File: src/rtl/multicycle_control_fsm.sv
// Main control FSM for the multicycle MIPS datapath: sequences fetch/decode/execute/
// memory/writeback and drives every datapath enable plus the alu_op field.
module multicycle_control_fsm #(
    parameter int OPC_W = 6,
    parameter int ST_W  = 4
) (
    input  logic             clk,
    input  logic             reset,
    input  logic [OPC_W-1:0] opcode,
    input  logic             mem_ready,
    output logic             pc_write,
    output logic             pc_write_cond,
    output logic             i_or_d,
    output logic             mem_read,
    output logic             mem_write,
    output logic             ir_write,
    output logic             mem_to_reg,
    output logic             reg_dst,
    output logic             reg_write,
    output logic             alu_src_a,
    output logic [1:0]       alu_src_b,
    output logic [1:0]       pc_source,
    output logic [2:0]       alu_op,
    output logic             illegal_op,
    output logic [ST_W-1:0]  state
);

    localparam logic [ST_W-1:0] S_FETCH      = 4'd0;
    localparam logic [ST_W-1:0] S_DECODE     = 4'd1;
    localparam logic [ST_W-1:0] S_MEMADR     = 4'd2;
    localparam logic [ST_W-1:0] S_MEMRD      = 4'd3;
    localparam logic [ST_W-1:0] S_MEMWB      = 4'd4;
    localparam logic [ST_W-1:0] S_MEMWR      = 4'd5;
    localparam logic [ST_W-1:0] S_REXE       = 4'd6;
    localparam logic [ST_W-1:0] S_RWB        = 4'd7;
    localparam logic [ST_W-1:0] S_BEQ        = 4'd8;
    localparam logic [ST_W-1:0] S_IMMEXE_ADD = 4'd9;
    localparam logic [ST_W-1:0] S_IMMEXE_OR  = 4'd10;
    localparam logic [ST_W-1:0] S_IMMWB      = 4'd11;
    localparam logic [ST_W-1:0] S_JUMP       = 4'd12;

    localparam logic [OPC_W-1:0] OP_RTYPE = 6'b000000;
    localparam logic [OPC_W-1:0] OP_J     = 6'b000010;
    localparam logic [OPC_W-1:0] OP_BEQ   = 6'b000100;
    localparam logic [OPC_W-1:0] OP_ADDI  = 6'b001000;
    localparam logic [OPC_W-1:0] OP_ORI   = 6'b001101;
    localparam logic [OPC_W-1:0] OP_LW    = 6'b100011;
    localparam logic [OPC_W-1:0] OP_SW    = 6'b101011;

    logic [ST_W-1:0] r_state;
    logic [ST_W-1:0] w_next;
    logic            w_pc_write;
    logic            w_pc_write_cond;
    logic            w_mem_write;
    logic            w_ir_write;
    logic            w_reg_write;
    logic            w_illegal;

    always_ff @(posedge clk or posedge reset) begin
        if (reset) r_state <= S_FETCH;
        else       r_state <= w_next;
    end

    // Handshake: a memory access state holds its request (mem_read/mem_write) for
    // every cycle mem_ready is low; the access completes in the cycle mem_ready is high.
    always_comb begin
        w_next          = S_FETCH;
        w_pc_write      = 1'b0;
        w_pc_write_cond = 1'b0;
        w_mem_write     = 1'b0;
        w_ir_write      = 1'b0;
        w_reg_write     = 1'b0;
        w_illegal       = 1'b0;
        i_or_d          = 1'b0;
        mem_read        = 1'b0;
        mem_to_reg      = 1'b0;
        reg_dst         = 1'b0;
        alu_src_a       = 1'b0;
        alu_src_b       = 2'b00;
        pc_source       = 2'b00;
        alu_op          = 3'b000;
        case (r_state)
            S_FETCH: begin
                mem_read   = 1'b1;
                alu_src_b  = 2'b01;
                w_pc_write = mem_ready;
                w_ir_write = mem_ready;
                w_next     = mem_ready ? S_DECODE : S_FETCH;
            end
            S_DECODE: begin
                alu_src_b = 2'b11;
                case (opcode)
                    OP_LW, OP_SW: w_next = S_MEMADR;
                    OP_RTYPE:     w_next = S_REXE;
                    OP_BEQ:       w_next = S_BEQ;
                    OP_ADDI:      w_next = S_IMMEXE_ADD;
                    OP_ORI:       w_next = S_IMMEXE_OR;
                    OP_J:         w_next = S_JUMP;
                    default: begin
                        w_illegal = 1'b1;
                        w_next    = S_FETCH;
                    end
                endcase
            end
            S_MEMADR: begin
                alu_src_a = 1'b1;
                alu_src_b = 2'b10;
                w_next    = (opcode == OP_SW) ? S_MEMWR : S_MEMRD;
            end
            S_MEMRD: begin
                mem_read = 1'b1;
                i_or_d   = 1'b1;
                w_next   = mem_ready ? S_MEMWB : S_MEMRD;
            end
            S_MEMWB: begin
                w_reg_write = 1'b1;
                mem_to_reg  = 1'b1;
            end
            S_MEMWR: begin
                w_mem_write = 1'b1;
                i_or_d      = 1'b1;
                w_next      = mem_ready ? S_FETCH : S_MEMWR;
            end
            S_REXE: begin
                alu_src_a = 1'b1;
                alu_op    = 3'b010;
                w_next    = S_RWB;
            end
            S_RWB: begin
                w_reg_write = 1'b1;
                reg_dst     = 1'b1;
            end
            S_BEQ: begin
                alu_src_a       = 1'b1;
                alu_op          = 3'b001;
                w_pc_write_cond = 1'b1;
                pc_source       = 2'b01;
            end
            S_IMMEXE_ADD: begin
                alu_src_a = 1'b1;
                alu_src_b = 2'b10;
                w_next    = S_IMMWB;
            end
            S_IMMEXE_OR: begin
                alu_src_a = 1'b1;
                alu_src_b = 2'b10;
                alu_op    = 3'b100;
                w_next    = S_IMMWB;
            end
            S_IMMWB: w_reg_write = 1'b1;
            S_JUMP: begin
                w_pc_write = 1'b1;
                pc_source  = 2'b10;
            end
            default: w_next = S_FETCH;
        endcase
    end

    // Reset gates the write enables directly so none can pulse while the state register clears.
    assign pc_write      = w_pc_write      & ~reset;
    assign pc_write_cond = w_pc_write_cond & ~reset;
    assign mem_write     = w_mem_write     & ~reset;
    assign ir_write      = w_ir_write      & ~reset;
    assign reg_write     = w_reg_write     & ~reset;
    assign illegal_op    = w_illegal       & ~reset;
    assign state         = r_state;

endmodule

File: config.mk
export PLATFORM = sky130hd
export DESIGN_NAME = multicycle_control_fsm
export DESIGN_NICKNAME = d
export VERILOG_FILES = /design/src/rtl/multicycle_control_fsm.sv
export SDC_FILE = /design/constraint.sdc
export NUM_CORES = 1
export LEC_CHECK = 0
export CAP_MARGIN = 0
export CORE_MARGIN = 3
export CORE_UTILIZATION = 39
export DETAILED_ROUTE_END_ITERATION = 16
export PLACE_DENSITY = 0.78
export SYNTH_ARGS = -nofsm -noshare
export SYNTH_HDL_FRONTEND = slang
export SYNTH_SLANG_ARGS = --single-unit
export TNS_END_PERCENT = 5
File: constraint.sdc
create_clock -name clk -period 1.5 [get_ports clk]
set_input_delay 0.15 -clock clk [delete_from_list [all_inputs] [get_ports clk]]
set_output_delay 0.15 -clock clk [all_outputs]
set_load 0.05 [all_outputs]
==> results of run 1 <==
-- logic make-up after synthesis --
group | share of synthesized area (%)
AO/OA/AOI/OAI | 29.3
XOR/XNOR | 2.85
buffers and inverters | 9.77
flip-flops | 16.3
AND/OR/NAND/NOR | 41.8
-- cells in the mapped netlist (2+ instances only) --
master    instances
nor4_1            4
a31oi_1           2
o211ai_1          2
nand3_1           2
nor3_1            7
nor2_1           13
o21ai_0           2
buf_6             2
o21ai_1           2
and3b_1           2
buf_4             2
o21a_1            2
a21oi_1           8
dfrtp_1           4
xnor2_1           2
nand2_1           5
inv_1             2
and3_1            2
buf_2             3
nand2b_1          5
-- through the flow --
stage	setup WS, ps	cells	hold WS (ps)
3_3_place_gp	-102	150	642
2_1_floorplan	-227	86	-68.0
==> metrics.txt, run 1 <==
number of enable flip-flop cells after synthesis 0; Syn Inst Count 86; Initial Util ~44%; syn_area_per_cell 7.14 um2; #FFs+latches synth 4; Die Height about 46 um; largest cells by area after synthesis dfrtp_1 (16%), nor2_1 (7.9%), a21oi_1 (6.5%); PortBufs 30; synthesized net count 95; post-synth top area cell dfrtp_1; Die W ~46 um; Seq/Total Area, Yosys between 15 and 20%; Post-synth top flop dfrtp_1; YS warnings 0; tool error [ERROR DPL-0038] Utilization greater than 100%, impossible to legalize; ys async rst share 100%; Post-Syn Area between 600 and 700 um2; unique cell type count in the Yosys netlist 33; gp weighted congestion about 0.93; Fail Step 3_5_place_dp; outcome did not finish; Rows 13; # IOs 31; Yosys top cell area share between 10% and 20%
==> run 2, diff against run 1 <==
--- a/config.mk
+++ b/config.mk
@@ -6,10 +6,10 @@
 export NUM_CORES = 1
 export LEC_CHECK = 0
 export CAP_MARGIN = 0
-export CORE_MARGIN = 3
-export CORE_UTILIZATION = 39
+export CORE_AREA = 3 3 64 66
 export DETAILED_ROUTE_END_ITERATION = 16
-export PLACE_DENSITY = 0.78
+export DIE_AREA = 0 0 67 69
+export PLACE_DENSITY_LB_ADDON = 0.15
 export SYNTH_ARGS = -nofsm -noshare
 export SYNTH_HDL_FRONTEND = slang
 export SYNTH_SLANG_ARGS = --single-unit
==> metrics.txt, run 2 <==
CP Launch Type flip-flop; GRT Total Usage between 10% and 20%; Final Non-Filler Cells around 190; Hold WS roughly 460 ps; worst min-delay path category input pin to async pin; # diodes 0; Worst R2R End state[1]; outcome finished, violations left; r2r setup slk around 10 ps; Worst Path Required 1350 ps; Cells after DPL between 150 and 200; Worst Skew approximately 4.0 ps; post-DR vias/cell about 4.6; dpl hpwl between 1.5 and 2 mm; # hold bufs at CTS 0; number of enable flip-flop cells after synthesis 0 (unchanged); CORE AREA 3630 um2; syn_area_per_cell 7.14 um2 (unchanged); Rows 22 (+9); CTS buffer count 3; antenna-violating nets left 0; Syn Inst Count 86 (unchanged); gp weighted congestion 0.810 (-13%); count leader, synth nor2_1; Clk Tree Root Cell clkbuf_8; vias in the first global route roughly 860; CP Cell Sequence nor2_4 > nand2_2 > a2111oi_4 > buf_12; post-route cell area around 1700 um2; #FFs+latches synth 4 (unchanged); share of layout cells above drive strength 1 about 66%; slowest stage delay, CP 520 ps; Post-synth top cells nor2_1 (13), a21oi_1 (8), nor3_1 (7); clock net sink count 4; unique cell type count in the Yosys netlist 33 (unchanged); Worst-Skew Late Latency ~220 ps; Post-Syn Area 614 um2 (unchanged); crit-path max FO 8; die area approximately 4600 um2; Worst-Margin Slew between 300 and 400 ps; Reg2Reg Depth 5; reg2reg start state[2]; max reg flops 4; CP top delay family flip-flops; MaxCap Viol Count 0; Layout area overhead 175%; # IOs 31 (unchanged); most common cell after layout, fill and taps aside buf_4; Total Routed Length ~2.4 mm; ys async rst share 100% (unchanged); Die Height 69 um (+51%); TritonRoute pass-1 iters 4; largest cells by area after synthesis dfrtp_1 (16%), nor2_1 (7.9%), a21oi_1 (6.5%); pin count of the biggest net entering global routing 12; CP max-delay cell dfrtp_4; YS warnings 0 (unchanged); synthesized net count 95 (unchanged); WP buf/inv 1; PortBufs 30 (unchanged); Max Fclk 603 MHz; CTS clk-pin slew, worst paths 30 ps; placed instance area approximately 1500 um2; fin util a little under half; failing checks negative setup slack; Yosys top cell area share 16.3% (unchanged); Pins Over Slew Limit 0; Nets approximately 160; via count 887; CP Class flip-flop to primary output; relative slew slack between 70% and 80%; Post-synth top flop dfrtp_1; final count of negative-setup-slack endpoints 11; Die W 67 um (+47%); dpl ws -193 ps; first-pass GRT wire length 4.11 mm; DRC viols 0; CTS tree built; DR iter-0 viols 46; Initial Util 16.9% (-28 points); fillcell total between 300 and 400; Seq/Total Area, Yosys 16.3% (unchanged); Static Leak approximately 0.7 nW; post-route clock period utilization 111%; CP Capture Type primary output; RSZ-0062 raised after global routing yes; Final Critical Period 1660 ps; Final Hold Viols 0; PwrDens between 2000 and 2500 nW/um2; IR drop worst, VDD around 0.0014 V; GR Overflow Total 0; antenna violations before repair 0; final worst slack -159 ps; clk buf depth 2; H-tree depth 1; commonest non-fill, non-tap cells in the layout buf_4 (27), buf_12 (23), nor2_1 (7), a21oi_1 (6), nor3_4 (6); CP arrival between 1500 and 2000 ps; post-synth top area cell dfrtp_1; mean routed wirelength per cell 12.6 um
-- run 2: cell counts after synthesis --
Identical to the previous run, type by type.
-- run 2: cells by family (layout without fill, tap and decap cells) --
family	Yosys count	after routing	synth area share (%)
buf+inv	9	67	9.77
compound gates	25	25	29.3
flops	4	4	16.3
xor+xnor	2	2	2.85
simple gates	46	46	41.8
-- run 2: what timing repair did --
action                                  4_1_cts  5_1_grt
pin swaps                                     1        2
endpoints found under the setup margin       15       16
buffers inserted                              3        2
resized for setup                            15        8
-- run 2: where the power goes --
part	total, mW	internal, mW	switching, mW
Clock	0.226	0.171	0.0554
Combinational	3.29	1.58	1.71
Sequential	0.294	0.170	0.124
-- run 2: worst reg2reg max path: cells and delay by family (launching register included) --
kind,cells,cell delay (ps)
AND/OR/NAND/NOR,1,230
buffers and inverters,2,290
AO/OA/AOI/OAI,2,320
flip-flops,1,520
-- run 2: per-stage QoR --
step           TNS [ps]  power, mW
6_report          -1070       3.81
3_3_place_gp       -506       3.25
3_5_place_dp       -602       3.27
4_1_cts           -1130       3.69
2_1_floorplan     -2090       1.94
5_1_grt           -1810       4.01
-- run 2: layout make-up --
type                            instances  area (um2)  area share (%)
Clock buffer                            3        41.3            2.44
Inverter                                2        7.51           0.444
Timing Repair Buffer                   62         783            46.3
Multi-Input combinational cell         73         692            40.9
Tap cell                               48        60.1            3.55
Sequential cell                         4         108            6.36
-- run 2: worst max-delay path by stage --
stage,slack (ps),from,to,cells past startpoint
final,-160,state[2],pc_write,4
after global routing,-230,state[2],illegal_op,6
after CTS,-170,state[2],pc_write,4
after detailed placement,-190,opcode[1],illegal_op,6
after global placement,-160,opcode[0],state[1],5
after floorplan,-230,state[3],pc_write,3
-- run 2: routing by layer --
metal  up-vias  global-route usage, %  routed length [um]
li1        440                      -                   -
met1       431                   15.9                1160
met2        14                   17.4                1180
met3         2                   1.14                  53
met4         0                   3.38                  25
met5         -                      0                   0
(Power assumes the default switching activity.)
==> patch: new RTL, settings of run 2 <==
Change the parameter `OPC_W` from 6 to 7.
--- a/src/rtl/multicycle_control_fsm.sv
+++ b/src/rtl/multicycle_control_fsm.sv
@@ -2,5 +2,5 @@
 // memory/writeback and drives every datapath enable plus the alu_op field.
 module multicycle_control_fsm #(
-    parameter int OPC_W = 6,
+    parameter int OPC_W = 7,
     parameter int ST_W  = 4
 ) (
Interface: changed (resized opcode); port bits go from 31 to 32. No check against the original RTL was run, so the function may have changed too.
==> patch against run 2 <==
  * The flow still finishes with violations (setup timing)
  * Highest routed layer unchanged
  * Critical path depth decreased by 1
  * Worst setup slack got worse by 0.0091 ns
  * Power decreased by 16%
  * Routed wire length decreased by 3.9%
  * Cell count decreased by 0.52%
  * Cell area decreased by 4.4%
  * Global-route usage decreased by 0.89 points
  * Sequential cell count unchanged
  * First-iteration DRC count decreased by 67%
  * Maximum frequency decreased by 0.55%
  * Combinational power decreased by 18%
  * Synthesized area increased by 3.1%
==> patch: results <==
group,metric,value,unit
cells_and_area,nNonClkBuffers,63,
worst_setup_path,r2r-end,"state[0]",
place,placed_cell_area,1490,µm²
status,violations,"setup timing",
logic_synthesis,synth_xor_area_frac,0.0415,
cells_and_area,largest_reg_flops,4,
cells_and_area,seq_cell_count,4,
place,dp_slack,-0.316,ns
sta,fin_ws,-0.168,ns
clock_network,clock-root-buffer,"clkbuf_8",
cells_and_area,final_cells,191,
global_route,grt_usage,0.102,
sta,fin_tns_setup,-1.07,ns
detailed_routing,vias,863,
global_route,grt_pass1_wl,3770,µm
cells_and_area,multi_input_gates,71,
logic_synthesis,ys_top_cells_by_count,"nor2_1 (9), nor3_1 (8), nand2_1 (5)",
logic_synthesis,yosys-top-cells-area,"dfrtp_1 (16%), nor3_1 (6.3%), nor2_1 (5.3%), and2b_2 (4.2%), nand2b_1 (4.0%)",
logic_synthesis,yosysSeqAreaShare,0.158,
logic_synthesis,synth_compound_area_frac,0.196,
logic_synthesis,avgSynthCellArea,7.45,µm²
place,hpwl,1950,µm
cells_and_area,buffer_area_frac,0.476,
worst_setup_path,r2r_start,"state[1]",
detailed_routing,drt_wl_total,2330,µm
worst_setup_path,crit_start,"state[0]",
worst_setup_path,cp-endpoint,"ir_write",
worst_setup_path,crit_path_max_fanout,12,
cells_and_area,drive_above_1_share,0.664,
sta,fin_skew,0.00473,ns
place,numPortBuffers,31,
power,leakage,0.661,nW
clock_network,clk_pin_slew,0.03,ns
place,gp_congestion,0.822,
sta,maxSlewViolCount,0,
sta,holdWs,0.350,ns
cells_and_area,multi_input_area_share,0.392,
cells_and_area,seq_area,105,µm²
cells_and_area,seq_share,0.0650,
place,place_inst,183,
power,ir_drop,0.000813,V
status,status,"finished, violations left",
detailed_routing,initialDrtViolationCount,15,
sta,finalSetupViolations,11,
cells_and_area,fill_cells,377,
logic_synthesis,synthCells,85,
logic_synthesis,synth_cell_types,44,
cells_and_area,clk_share,0.0255,
global_route,grt_max_degree,13,
patch: layer usage:
metal  vias up  track usage  wire length (µm)
li1        437            -                 -
met1       397        0.113               928
met2        27        0.192              1270
met3         2      0.00489                98
met4         0       0.0473                29
met5         -            0                 0
patch: what timing repair did:
action                                  4_1_cts  5_1_grt
pin swaps                                     5        4
setup buffers                                 4        1
resized for setup                             9        8
endpoints found under the setup margin       14       19
patch: where the power goes:
| group | switching, W | internal [W] | leakage, nW |
|---|---|---|---|
| clock network | 0.0000614 | 0.000172 | 0.0216 |
| logic | 0.00137 | 0.00132 | 0.592 |
| registers | 0.000110 | 0.000153 | 0.0474 |
| total | 0.00154 | 0.00165 | 0.661 |
patch: logic make-up after synthesis:
logic type,Yosys count
simple gates,51
compound gates,17
xor+xnor,3
buf+inv,10
flops,4
patch: worst max-delay path, stage by stage, from the launching register on:
cell	delay [ns]
dfrtp_2	0.48
or3_1	0.47
nor2_2	0.19
buf_12	0.15
